[config.mk]
export PLATFORM = sky130hd
export DESIGN_NAME = mux_sel_sequencer_flat
export DESIGN_NICKNAME = d
export VERILOG_FILES = /design/src/rtl/mux_sel_sequencer_pkg.sv /design/src/rtl/mux_sel_sequencer_if.sv /design/src/rtl/mux_sel_sequencer.sv /design/src/flat_wrapper.sv
export SDC_FILE = /design/constraint.sdc
export NUM_CORES = 1
export LEC_CHECK = 0
export BUFFER_PORTS_ARGS = -buffer_cell sky130_fd_sc_hd__buf_2
export CORE_MARGIN = 10
export CORE_UTILIZATION = 35
export DETAILED_ROUTE_END_ITERATION = 10
export GPL_TIMING_DRIVEN = 0
export PLACE_DENSITY = 0.59
export SETUP_SLACK_MARGIN = 0.5
export SYNTH_ARGS = -nofsm -noshare
export SYNTH_HDL_FRONTEND = slang
export SYNTH_SLANG_ARGS = --single-unit
[constraint.sdc]
create_clock -name clk -period 2.2 [get_ports clk]
set_input_delay 0.55 -clock clk [delete_from_list [all_inputs] [get_ports clk]]
set_output_delay 0.55 -clock clk [all_outputs]
set_load 0.02 [all_outputs]
[src/rtl/mux_sel_sequencer_pkg.sv]
`default_nettype none
// ============================================================================
// Module   : mux_seq_pkg
// Brief    : Shared constants, state type and select-order helpers for the
//            16:1 mux bit-serialiser.
// Revision : 1.0  initial release
// ============================================================================
package mux_seq_pkg;

  localparam int N     = 16;  // mux data inputs, fixed by the mux
  localparam int SEL_W = 4;   // log2(N)

  typedef enum logic [0:0] {
    IDLE  = 1'b0,
    SHIFT = 1'b1
  } state_e;

  // Select index used for the first captured bit of a word.
  function automatic logic [SEL_W-1:0] first_idx(input bit msb_first);
    return msb_first ? SEL_W'(N - 1) : '0;
  endfunction

  // Map the captured-bit count onto the mux select for the chosen order.
  function automatic logic [SEL_W-1:0] sel_of(input logic [SEL_W-1:0] cnt,
                                              input bit               msb_first);
    return msb_first ? (SEL_W'(N - 1) - cnt) : cnt;
  endfunction

  // Advance the captured-bit count; wraps naturally from N-1 back to 0.
  function automatic logic [SEL_W-1:0] step(input logic [SEL_W-1:0] cnt);
    return cnt + SEL_W'(1);
  endfunction

endpackage
`default_nettype wire

[src/rtl/mux_sel_sequencer_if.sv]
`default_nettype none
// ============================================================================
// Module   : mux_sel_sequencer_if
// Brief    : Word-in handshake, mux drive/return and serial-out handshake of
//            the mux bit-serialiser.
// Revision : 1.0  initial release
// ============================================================================
interface mux_sel_sequencer_if;
  import mux_seq_pkg::*;

  logic [N-1:0]     in_data;
  logic             in_valid;
  logic             in_ready;
  logic             abort_i;
  logic [N-1:0]     d_o;
  logic [SEL_W-1:0] sel_o;
  logic             y_i;
  logic             out_bit;
  logic             out_valid;
  logic             out_ready;
  logic             out_last;
  logic             busy;

  // Environment side: supplies words, the mux return bit and consumer ready.
  modport master (
    output in_data, in_valid, abort_i, y_i, out_ready,
    input  in_ready, d_o, sel_o, out_bit, out_valid, out_last, busy
  );

  // Sequencer side.
  modport slave (
    input  in_data, in_valid, abort_i, y_i, out_ready,
    output in_ready, d_o, sel_o, out_bit, out_valid, out_last, busy
  );

endinterface
`default_nettype wire

[src/rtl/mux_sel_sequencer.sv]
`default_nettype none
// ============================================================================
// Module   : mux_sel_sequencer
// Brief    : Holds a 16-bit word on a 16:1 mux, steps the select through all
//            positions and streams the returned bits out with valid/ready.
// Revision : 1.0  initial release
// ============================================================================
module mux_sel_sequencer
  import mux_seq_pkg::*;
#(
  parameter bit MSB_FIRST = 1'b0
) (
  input  logic                 clk,
  input  logic                 rst,
  mux_sel_sequencer_if.slave   bus
);

  localparam logic [0:0] c_ST_IDLE  = IDLE;
  localparam logic [0:0] c_ST_SHIFT = SHIFT;

  logic [0:0]       r_state;
  logic [SEL_W-1:0] r_cnt;
  logic [N-1:0]     r_data;
  logic             r_out_bit;
  logic             r_out_valid;
  logic             r_out_last;

  logic             w_adv;
  logic             w_last_cnt;
  logic             w_in_ready;
  logic             w_accept;

  // A bit can be captured whenever the output register is empty or draining.
  assign w_adv      = (r_state == c_ST_SHIFT) && (!r_out_valid || bus.out_ready);
  assign w_last_cnt = (r_cnt == SEL_W'(N - 1));
  // Ready in IDLE, and on the final capture so the next word joins without a
  // bubble; abort masks acceptance in either case.
  assign w_in_ready = !bus.abort_i &&
                      ((r_state == c_ST_IDLE) || (w_adv && w_last_cnt));
  assign w_accept   = bus.in_valid && w_in_ready;

  // Word capture, select stepping and output register; rst beats abort beats
  // normal flow.
  always_ff @(posedge clk) begin
    if (rst) begin
      r_state     <= c_ST_IDLE;
      r_cnt       <= '0;
      r_data      <= '0;
      r_out_bit   <= 1'b0;
      r_out_valid <= 1'b0;
      r_out_last  <= 1'b0;
    end else if (bus.abort_i) begin
      // Word data is retained on the mux; only sequencing and output clear.
      r_state     <= c_ST_IDLE;
      r_cnt       <= '0;
      r_out_valid <= 1'b0;
      r_out_last  <= 1'b0;
    end else begin
      case (r_state)
        c_ST_IDLE: begin
          // The final bit of the previous word may still be waiting here.
          if (bus.out_ready) begin
            r_out_valid <= 1'b0;
            r_out_last  <= 1'b0;
          end
          if (w_accept) begin
            r_data  <= bus.in_data;
            r_cnt   <= '0;
            r_state <= c_ST_SHIFT;
          end
        end
        default: begin
          if (w_adv) begin
            r_out_bit   <= bus.y_i;
            r_out_valid <= 1'b1;
            r_out_last  <= w_last_cnt;
            r_cnt       <= step(r_cnt);
            if (w_last_cnt) begin
              if (w_accept) begin
                r_data <= bus.in_data;
                r_cnt  <= '0;
              end else begin
                r_state <= c_ST_IDLE;
              end
            end
          end else if (bus.out_ready) begin
            r_out_valid <= 1'b0;
            r_out_last  <= 1'b0;
          end
        end
      endcase
    end
  end

  assign bus.in_ready  = w_in_ready;
  assign bus.d_o       = r_data;
  assign bus.sel_o     = sel_of(r_cnt, MSB_FIRST);
  assign bus.out_bit   = r_out_bit;
  assign bus.out_valid = r_out_valid;
  assign bus.out_last  = r_out_last;
  assign bus.busy      = (r_state == c_ST_SHIFT);

endmodule
`default_nettype wire

[src/flat_wrapper.sv]
// flat-port wrapper written by rule: the top's interface ports become plain ports
module mux_sel_sequencer_flat import mux_seq_pkg::*;
#(
  parameter bit MSB_FIRST = 1'b0
)
  (clk, rst, bus_in_data, bus_in_valid, bus_abort_i, bus_y_i, bus_out_ready, bus_in_ready, bus_d_o, bus_sel_o, bus_out_bit, bus_out_valid, bus_out_last, bus_busy);
  mux_sel_sequencer_if bus_i ();
  input  logic clk;
  input  logic rst;
  input wire logic [$bits(bus_i.in_data)-1:0] bus_in_data;
  input wire logic [$bits(bus_i.in_valid)-1:0] bus_in_valid;
  input wire logic [$bits(bus_i.abort_i)-1:0] bus_abort_i;
  input wire logic [$bits(bus_i.y_i)-1:0] bus_y_i;
  input wire logic [$bits(bus_i.out_ready)-1:0] bus_out_ready;
  output wire logic [$bits(bus_i.in_ready)-1:0] bus_in_ready;
  output wire logic [$bits(bus_i.d_o)-1:0] bus_d_o;
  output wire logic [$bits(bus_i.sel_o)-1:0] bus_sel_o;
  output wire logic [$bits(bus_i.out_bit)-1:0] bus_out_bit;
  output wire logic [$bits(bus_i.out_valid)-1:0] bus_out_valid;
  output wire logic [$bits(bus_i.out_last)-1:0] bus_out_last;
  output wire logic [$bits(bus_i.busy)-1:0] bus_busy;
  assign bus_i.in_data = bus_in_data;
  assign bus_i.in_valid = bus_in_valid;
  assign bus_i.abort_i = bus_abort_i;
  assign bus_i.y_i = bus_y_i;
  assign bus_i.out_ready = bus_out_ready;
  assign bus_in_ready = bus_i.in_ready;
  assign bus_d_o = bus_i.d_o;
  assign bus_sel_o = bus_i.sel_o;
  assign bus_out_bit = bus_i.out_bit;
  assign bus_out_valid = bus_i.out_valid;
  assign bus_out_last = bus_i.out_last;
  assign bus_busy = bus_i.busy;
  mux_sel_sequencer #(.MSB_FIRST(MSB_FIRST)) u_core (.clk(clk), .rst(rst), .bus(bus_i));
endmodule
### Yosys cells after proc, flatten, opt, wreduce, memory -nomap -nowiden

Index checks and enable logic that the tools add are counted.

* register bits after elaboration: 24
* latch bits: 0
* memory bits (writable): 0
* ROM bits: 0
* input bits: 22
* word-level logic and storage cells: 44
* memories: 0

* add/sub/neg operators: 1
* multiply operators: 0
* divide/modulo/power cells: 0
* $lt $le $gt $ge: 0
* equality and inequality tests: 3
* shift-type cells: 0
* multiplexer cells: 19
* bitwise operators: 2
* reduce and logical (&&, ||, !) cells: 13

Operators by type and width (number)
* $mux 16: 4
* $mux 4: 5
* $mux 1: 10
* $reduce_and 3->1: 2
* $add 4x1->4 const B: 1
* $eq 4x4->1 const B: 1
* $logic_and 1x1->1: 4
* $ne 2x2->1 const B: 2
* $logic_not 1->1: 2
* $logic_or 1x1->1: 2
* $not 1->1: 2
* $reduce_and 2->1: 1
* $reduce_bool 2->1: 1
* $reduce_or 2->1: 1

### Logic depth before layout (Yosys ltp)

Gate-level depths: netlist of run 1.

* word-level depth: 11
* gate-level depth with buffers: 5
* mapped depth without buffers: 4

### Worst setup path after synthesis of run 1

No wires, ideal clock.

* path type: flip-flop to output port
* start point: register u_core.r_cnt[0], in the netlist u_core.bus.sel_o[0]
* end point: output port bus_in_ready
* data arrival time: 1.332 ns
* setup slack: 0.318 ns
* stages on the path, launching flop included: 5
* cells stage by stage: dfxtp_1 > ha_1 > nand3_2 > o21a_1 > nor2_1

* word-level cells in the longest chain between the ends: 4

Ends and longest elaborated chain
* start: declaration: RTL line mux_sel_sequencer.sv:22 `logic [SEL_W-1:0] r_cnt;`
* start signal: assignment: RTL line mux_sel_sequencer.sv:77 `r_cnt <= step(r_cnt);`
* $eq 4x4->1: RTL line mux_sel_sequencer.sv:35 `assign w_last_cnt = (r_cnt == SEL_W'(N - 1));`
* $logic_and 1x1->1: RTL line mux_sel_sequencer.sv:39 `((r_state == c_ST_IDLE) || (w_adv && w_last_cnt));`
* $logic_or 1x1->1: RTL line mux_sel_sequencer.sv:39
* $logic_and 1x1->1: RTL line mux_sel_sequencer.sv:38 `assign w_in_ready = !bus.abort_i &&`
* end: declaration: RTL line flat_wrapper.sv:15 `output wire logic [$bits(bus_i.in_ready)-1:0] bus_in_ready;`

No other way between the ends.

### Final worst setup path of run 1

* start point: register u_core.r_out_valid, in the netlist u_core.bus.out_valid
* end point: output port bus_in_ready

* word-level cells in the longest chain between the ends: 6

Ends and longest elaborated chain
* start: declaration: RTL line mux_sel_sequencer.sv:25 `logic r_out_valid;`
* start signal: assignment: RTL line mux_sel_sequencer.sv:50 `r_out_valid <= 1'b0;`
* start signal: assignment: RTL line mux_sel_sequencer.sv:56 `r_out_valid <= 1'b0;`
* start signal: assignment: RTL line mux_sel_sequencer.sv:63 `r_out_valid <= 1'b0;`
* $logic_not 1->1: RTL line mux_sel_sequencer.sv:34 `assign w_adv = (r_state == c_ST_SHIFT) && (!r_out_valid || bus.out_ready);`
* $logic_or 1x1->1: RTL line mux_sel_sequencer.sv:34
* $logic_and 1x1->1: RTL line mux_sel_sequencer.sv:34
* $logic_and 1x1->1: RTL line mux_sel_sequencer.sv:39
* $logic_or 1x1->1: RTL line mux_sel_sequencer.sv:39
* $logic_and 1x1->1: RTL line mux_sel_sequencer.sv:38

No other way between the ends.

==> impl_metrics.toml, run 1 <==
[pwr]
finalPower_uw = 929.2
combPwrFrac = 0.152
clkPwrFrac = 0.352
switching_share = 0.2458
switchingPower_uw = 228.4
power_density_nw_per_um2 = 596.1
p_leak_uw = 0.0006646
power.internal_uw = 700.8
vdd_ir_drop_max_mv = 0.2424
p_seq_frac = 0.496

[placement]
place_hpwl_um = 2363
gp_congestion = 0.7403
portBuffers = 46
dp_cells = 207
dpl_cell_area_um2 = 1439

[sta]
skew_ps = 11.22
rsz0062_at_grt = "yes"
worstMarginPinSlew_ps = 386.2
fin_setup_tns_ps = 0
slew_headroom = 0.7425
setup_viol = 0
slew_viol_final = 0
max_freq_mhz = 522.2
min_period_over_period = 0.8704
timing_hold_violations_final = 0
period_minus_slack_ps = 1915

[grt]
grt_max_degree = 15
antenna_found_initial = 0
grt_util_all_layers = 0.1029
grt_pass1_vias = 1078
grt_pass1_wl_um = 5195
gr-total-overflow = 0

[synth]
synth_cells = 117
syn-cell-area_um2 = 1149
synth_top_cell_by_area = "dfxtp_1"
yosysTopAreaCellShare = 0.4183
yosysSeqAreaShare = 0.4183
synth_area_leaders = "dfxtp_1 (42%), nand2b_1 (18%), mux2i_1 (14%)"
syn_avg_cell_area_um2 = 9.817
synth_nets = 140
ys_types = 31
yosys_warnings = 0
ys_ff_latch = 24

[worst_setup_path]
cp.arrival_ps = 1360
cpPeakStageDelay_ps = 340
startpoint_type = "register"
crit_required_ps = 1650
path_class = "register to output port"
cp_cell_sequence = "nor2b_1, buf_6, o21a_1, nor2_2, buf_6"
critical_path.slowest_cell = "dfxtp_2"
worst_path_most_repeated_cell = "buf_6"
cp_top_family = "flip-flops"
crit_path_max_fanout = 10
worstPathBufferInverterCount = 2
cp-end-kind = "output port"

[drt]
drt_iter0_markers = 72
wl_um = 3060
routed_via_density = 4.690
post_drt_wl_per_cell_um = 14.17
drc = 0
drtAntennaViolNets = 0
dr.pass1.iters = 5
num_vias = 1013

[layout]
n_antenna_cell = 0
drive_above_1_share = 0.3837
fin_cells = 216
stdcell_area_um2 = 1559
nets = 196
synthToLayoutAreaGrowth_pct = 35.73

[clocking]
ctsRootBufferMaster = "clkbuf_4"
h-tree-depth = 1
cts_tree = "yes"
cts_sinks = 24
cts_buffers = 3
insertion_delay_ps = 320
path_clk_slew_ps = 150
clock_path_buffers = 2

[floorplan]
die_x_um = 77.29
ioPinCount = 47
die_y_um = 77.29
start_util = 0.3702
core-area_um2 = 3103
die_area_um2 = 5973
row_count = 20

[flow_run]
maxCapViolCount = 0

[hold_path]
hold_path.class = "input port to register"

[status]
status = "finished clean"
==> registers in the layout, summed over array words and instances, names as in the netlist <==
signal and count:
u_core.bus.sel_o 4, u_core.bus.d_o 16, u_core.bus.out_last 1, u_core.bus.out_valid 1
u_core.bus.busy 1, u_core.bus.out_bit 1
==> cell families after synthesis <==
family / count (synthesis) / share of synthesized area
adders and majority gates: 1 / 0.01089
buffers and inverters: 12 / 0.05555
and+or+nand+nor: 45 / 0.2495
DFF: 24 / 0.4183
muxes: 16 / 0.1394
AOI/OAI and AO/OA: 19 / 0.1264
==> worst reg2reg max path, cell delays in order (launching register included) <==
cell	delay [ps]
dfxtp_4	390
ha_4	150
nand3_4	70
buf_4	160
o31ai_4	290
buf_4	220
mux2i_1	190
==> final timing paths <==
path	cells after the start	end	slack [ps]	startpoint
max	5	bus_in_ready	290	u_core.bus.out_valid
min reg2reg	2	u_core.bus.d_o[14]	480	u_core.bus.d_o[14]
max reg2reg	6	u_core.bus.d_o[9]	660	u_core.bus.sel_o[0]
min	3	u_core.bus.d_o[6]	460	bus_in_data[6]
==> Yosys cell counts, drive strengths merged <==
cell,count
ha,1
or4,1
or2b,1
clkbuf,5
or2,1
o31a,1
nand4b,1
a21o,1
nor2b,1
o21ba,1
or3b,1
nand3,3
dfxtp,24
a21oi,6
o311ai,1
a211oi,1
nor2,1
or3,1
o21ai,1
nor3,1
inv,5
nand2b,33
o31ai,2
o2111ai,1
buf,2
o211ai,3
o21a,1
mux2i,16
==> power by group through the flow <==
| stage | Sequential, uW | Clock [uW] | Combinational, uW |
|---|---|---|---|
| after detailed placement | 471 | 0 | 139 |
| after global placement | 471 | 0 | 135 |
| after CTS | 461 | 337 | 144 |
| after floorplan | 492 | 0 | 62.9 |
| final | 461 | 327 | 141 |
| after global routing | 464 | 352 | 155 |
==> cells in the final DEF, fill, tap and decap left out, types with 2 or more instances in the layout <==
cell,instances
buf_2,45
nand2b_1,33
dfxtp_1,21
mux2i_1,16
a21oi_1,6
clkbuf_1,5
inv_1,5
buf_4,5
o211ai_1,3
clkbuf_4,3
buf_6,2
nand3_1,2
dfxtp_2,2
==> through the flow <==
step	utilization	hold WS, ps	worst slack (ps)
after floorplan	-	536.9	505.6
after global placement	0.4637	455.4	336.6
after detailed placement	0.4637	460.5	275.1
after CTS	0.5024	452.6	267.8
after global routing	0.5024	453.8	222.2
final	0.5024	461.9	285.0
==> timing repair <==
action	in CTS	in global routing
hold buffers	0	0
gates resized for setup	7	0
endpoints found under the setup margin	11	1
pin swaps	1	0
setup buffers	5	0
==> area by class of cell <==
class	count	area [um^2]
Fill cell	312	1544
Multi-Input combinational cell	81	626.9
Sequential cell	24	486.7
Timing Repair Buffer	51	274.0
Tap cell	44	55.05
Buffer	7	45.04
Clock inverter	1	30.03
Clock buffer	3	22.52
Inverter	5	18.77
==> routing by layer <==
layer  global-route usage  up-vias  wire (um)
met3              0.04196        4        246
met2               0.1664       33       1450
met4              0.02737        0         22
met1               0.1223      465       1340
met5                    0        -          0
li1                     -      511          -
Note: power is estimated with default switching activity, not from simulation.
==> run 2, diff against run 1 <==
--- a/config.mk
+++ b/config.mk
@@ -10,7 +10,7 @@
 export CORE_UTILIZATION = 35
 export DETAILED_ROUTE_END_ITERATION = 10
 export GPL_TIMING_DRIVEN = 0
-export PLACE_DENSITY = 0.59
+export PLACE_DENSITY = 0.62
 export SETUP_SLACK_MARGIN = 0.5
 export SYNTH_ARGS = -nofsm -noshare
 export SYNTH_HDL_FRONTEND = slang
==> constraint.sdc (replaced) <==
create_clock -name clk -period 1.7 [get_ports clk]
set_input_delay 0.425 -clock clk [delete_from_list [all_inputs] [get_ports clk]]
set_output_delay 0.425 -clock clk [all_outputs]
set_load 0.02 [all_outputs]
==> impl_metrics.toml, run 2 (same netlist as run 1, synthesis figures left out) <==
[floorplan]
start_util = 0.3702
core-area_um2 = 3103
ioPinCount = 47
die_y_um = 77.29
die_x_um = 77.29
die_area_um2 = 5973
row_count = 20

[drt]
num_vias = 1096
post_drt_wl_per_cell_um = 15.02
wl_um = 3515
routed_via_density = 4.684
drc = 0
drtAntennaViolNets = 0
drt_iter0_markers = 44
dr.pass1.iters = 4

[grt]
grt_pass1_vias = 1179
gr-usage-met1 = 0.1153
use_met3 = 0.05711
gr-total-overflow = 0
grt_pass1_wl_um = 5471
grtUsageMet2 = 0.1848
grt_util_all_layers = 0.1087
grt.busiest_layer = "met2"
grt_max_degree = 15
antenna_found_initial = 0

[clocking]
ctsRootBufferMaster = "clkbuf_4"
h-tree-depth = 1
path_clk_slew_ps = 140
cts_tree = "yes"
cts_buffers = 3
holdBufCountCts = 0
clock_path_buffers = 2
insertion_delay_ps = 320
cts_sinks = 24

[sta]
layout_setup_ws_ps = -62.96
skew_ps = 6.058
period_minus_slack_ps = 1763
setup_viol = 11
max_freq_mhz = 567.2
timing_hold_violations_final = 0
slew_viol_final = 0
rsz0062_at_grt = "yes"
slew_headroom = 0.7674
worstMarginPinSlew_ps = 348.8
hold_slack_ps = 336.3
min_period_over_period = 1.037

[worst_setup_path]
cp.arrival_ps = 1340
ff2ff_path_depth = 8
path_class = "register to output port"
crit_required_ps = 1270
setup.worst_path.end = "bus_in_ready"
rrSetupSlack_ps = -20
crit_path_max_fanout = 2
r2r_end = "u_core.bus.d_o[1]"
cp-end-kind = "output port"
r2r_start = "u_core.bus.sel_o[0]"
worst_setup_path_startpoint = "u_core.bus.sel_o[0]"
startpoint_type = "register"

[layout]
final_cell_mix = "buf_6 (35), nand2b_1 (33), buf_2 (21)"
largest_register_ffs = 16
n_antenna_cell = 0
drive_above_1_share = 0.6158
synthToLayoutAreaGrowth_pct = 74.95
layout_commonest_cell = "buf_6"
stdcell_area_um2 = 2009
nets = 214

[status]
violations = "negative setup slack"
status = "finished, violations left"

[flow_run]
maxCapViolCount = 0

[placement]
gp_congestion = 0.7977
place_hpwl_um = 2247
portBuffers = 46
dpl_cell_area_um2 = 1485

[pwr]
power_density_nw_per_um2 = 632.0
vdd_ir_drop_max_mv = 0.4137
p_leak_uw = 0.0008220

[hold_path]
hold_path.class = "input port to register"
[run 2: where the power goes]
| part | switching (uW) | internal (uW) | leakage [uW] | total (uW) |
|---|---|---|---|---|
| clock network | 180 | 238 | 0.0000279 | 418 |
| registers | 18.1 | 584 | 0.000207 | 602 |
| logic | 112 | 138 | 0.000587 | 250 |
[run 2: worst min path at each step]
stage | slack, ps | cells past startpoint | end | startpoint
2_1_floorplan | 520 | 2 | u_core.bus.sel_o[1] | u_core.bus.busy
6_report | 340 | 3 | u_core.bus.d_o[12] | bus_in_data[12]
4_1_cts | 330 | 3 | u_core.bus.d_o[12] | bus_in_data[12]
3_3_place_gp | 450 | 2 | u_core.bus.d_o[6] | u_core.bus.d_o[6]
5_1_grt | 340 | 3 | u_core.bus.d_o[3] | bus_in_data[3]
3_5_place_dp | 460 | 2 | u_core.bus.d_o[7] | u_core.bus.d_o[7]
[run 2: what timing repair did]
action                                  4_1_cts  5_1_grt
endpoints found under the setup margin       45       47
pin swaps                                    10        7
resized for setup                            79       18
cloned                                        1        0
buffers inserted                             14        8
[run 2: per-stage QoR]
| step | utilization | instances | setup TNS (ps) | power [uW] | setup slack [ps] |
|---|---|---|---|---|---|
| 3_5_place_dp | 0.4786 | 207 | -590.6 | 790.0 | -73.68 |
| 2_1_floorplan | - | 117 | 0 | 719.8 | 174.9 |
| 5_1_grt | 0.6476 | 234 | -1344 | 1321 | -136.7 |
| 6_report | 0.6476 | 234 | -155.2 | 1270 | -62.96 |
| 3_3_place_gp | 0.4786 | 207 | -564.9 | 785.2 | -59.95 |
| 4_1_cts | 0.6069 | 226 | -91.30 | 1263 | -91.30 |
[run 2: layer usage]
metal,vias up,wire length [um]
li1,548,-
met1,511,1368
met2,35,1795
met3,2,341
met4,0,10
met5,-,0
[run 2: worst max-delay path, stage by stage, from the launching register on]
cell,delay (ps)
dfxtp_4,390
ha_4,140
nand3_4,70
o21a_1,200
nor2_2,100
buf_6,130
[run 2: layout make-up]
class	instances	area, um^2
Timing Repair Buffer	69	620.6
Inverter	5	18.77
Tap cell	44	55.05
Multi-Input combinational cell	81	685.7
Buffer	7	56.30
Clock inverter	1	30.03
Fill cell	268	1094
Clock buffer	3	22.52
Sequential cell	24	520.5
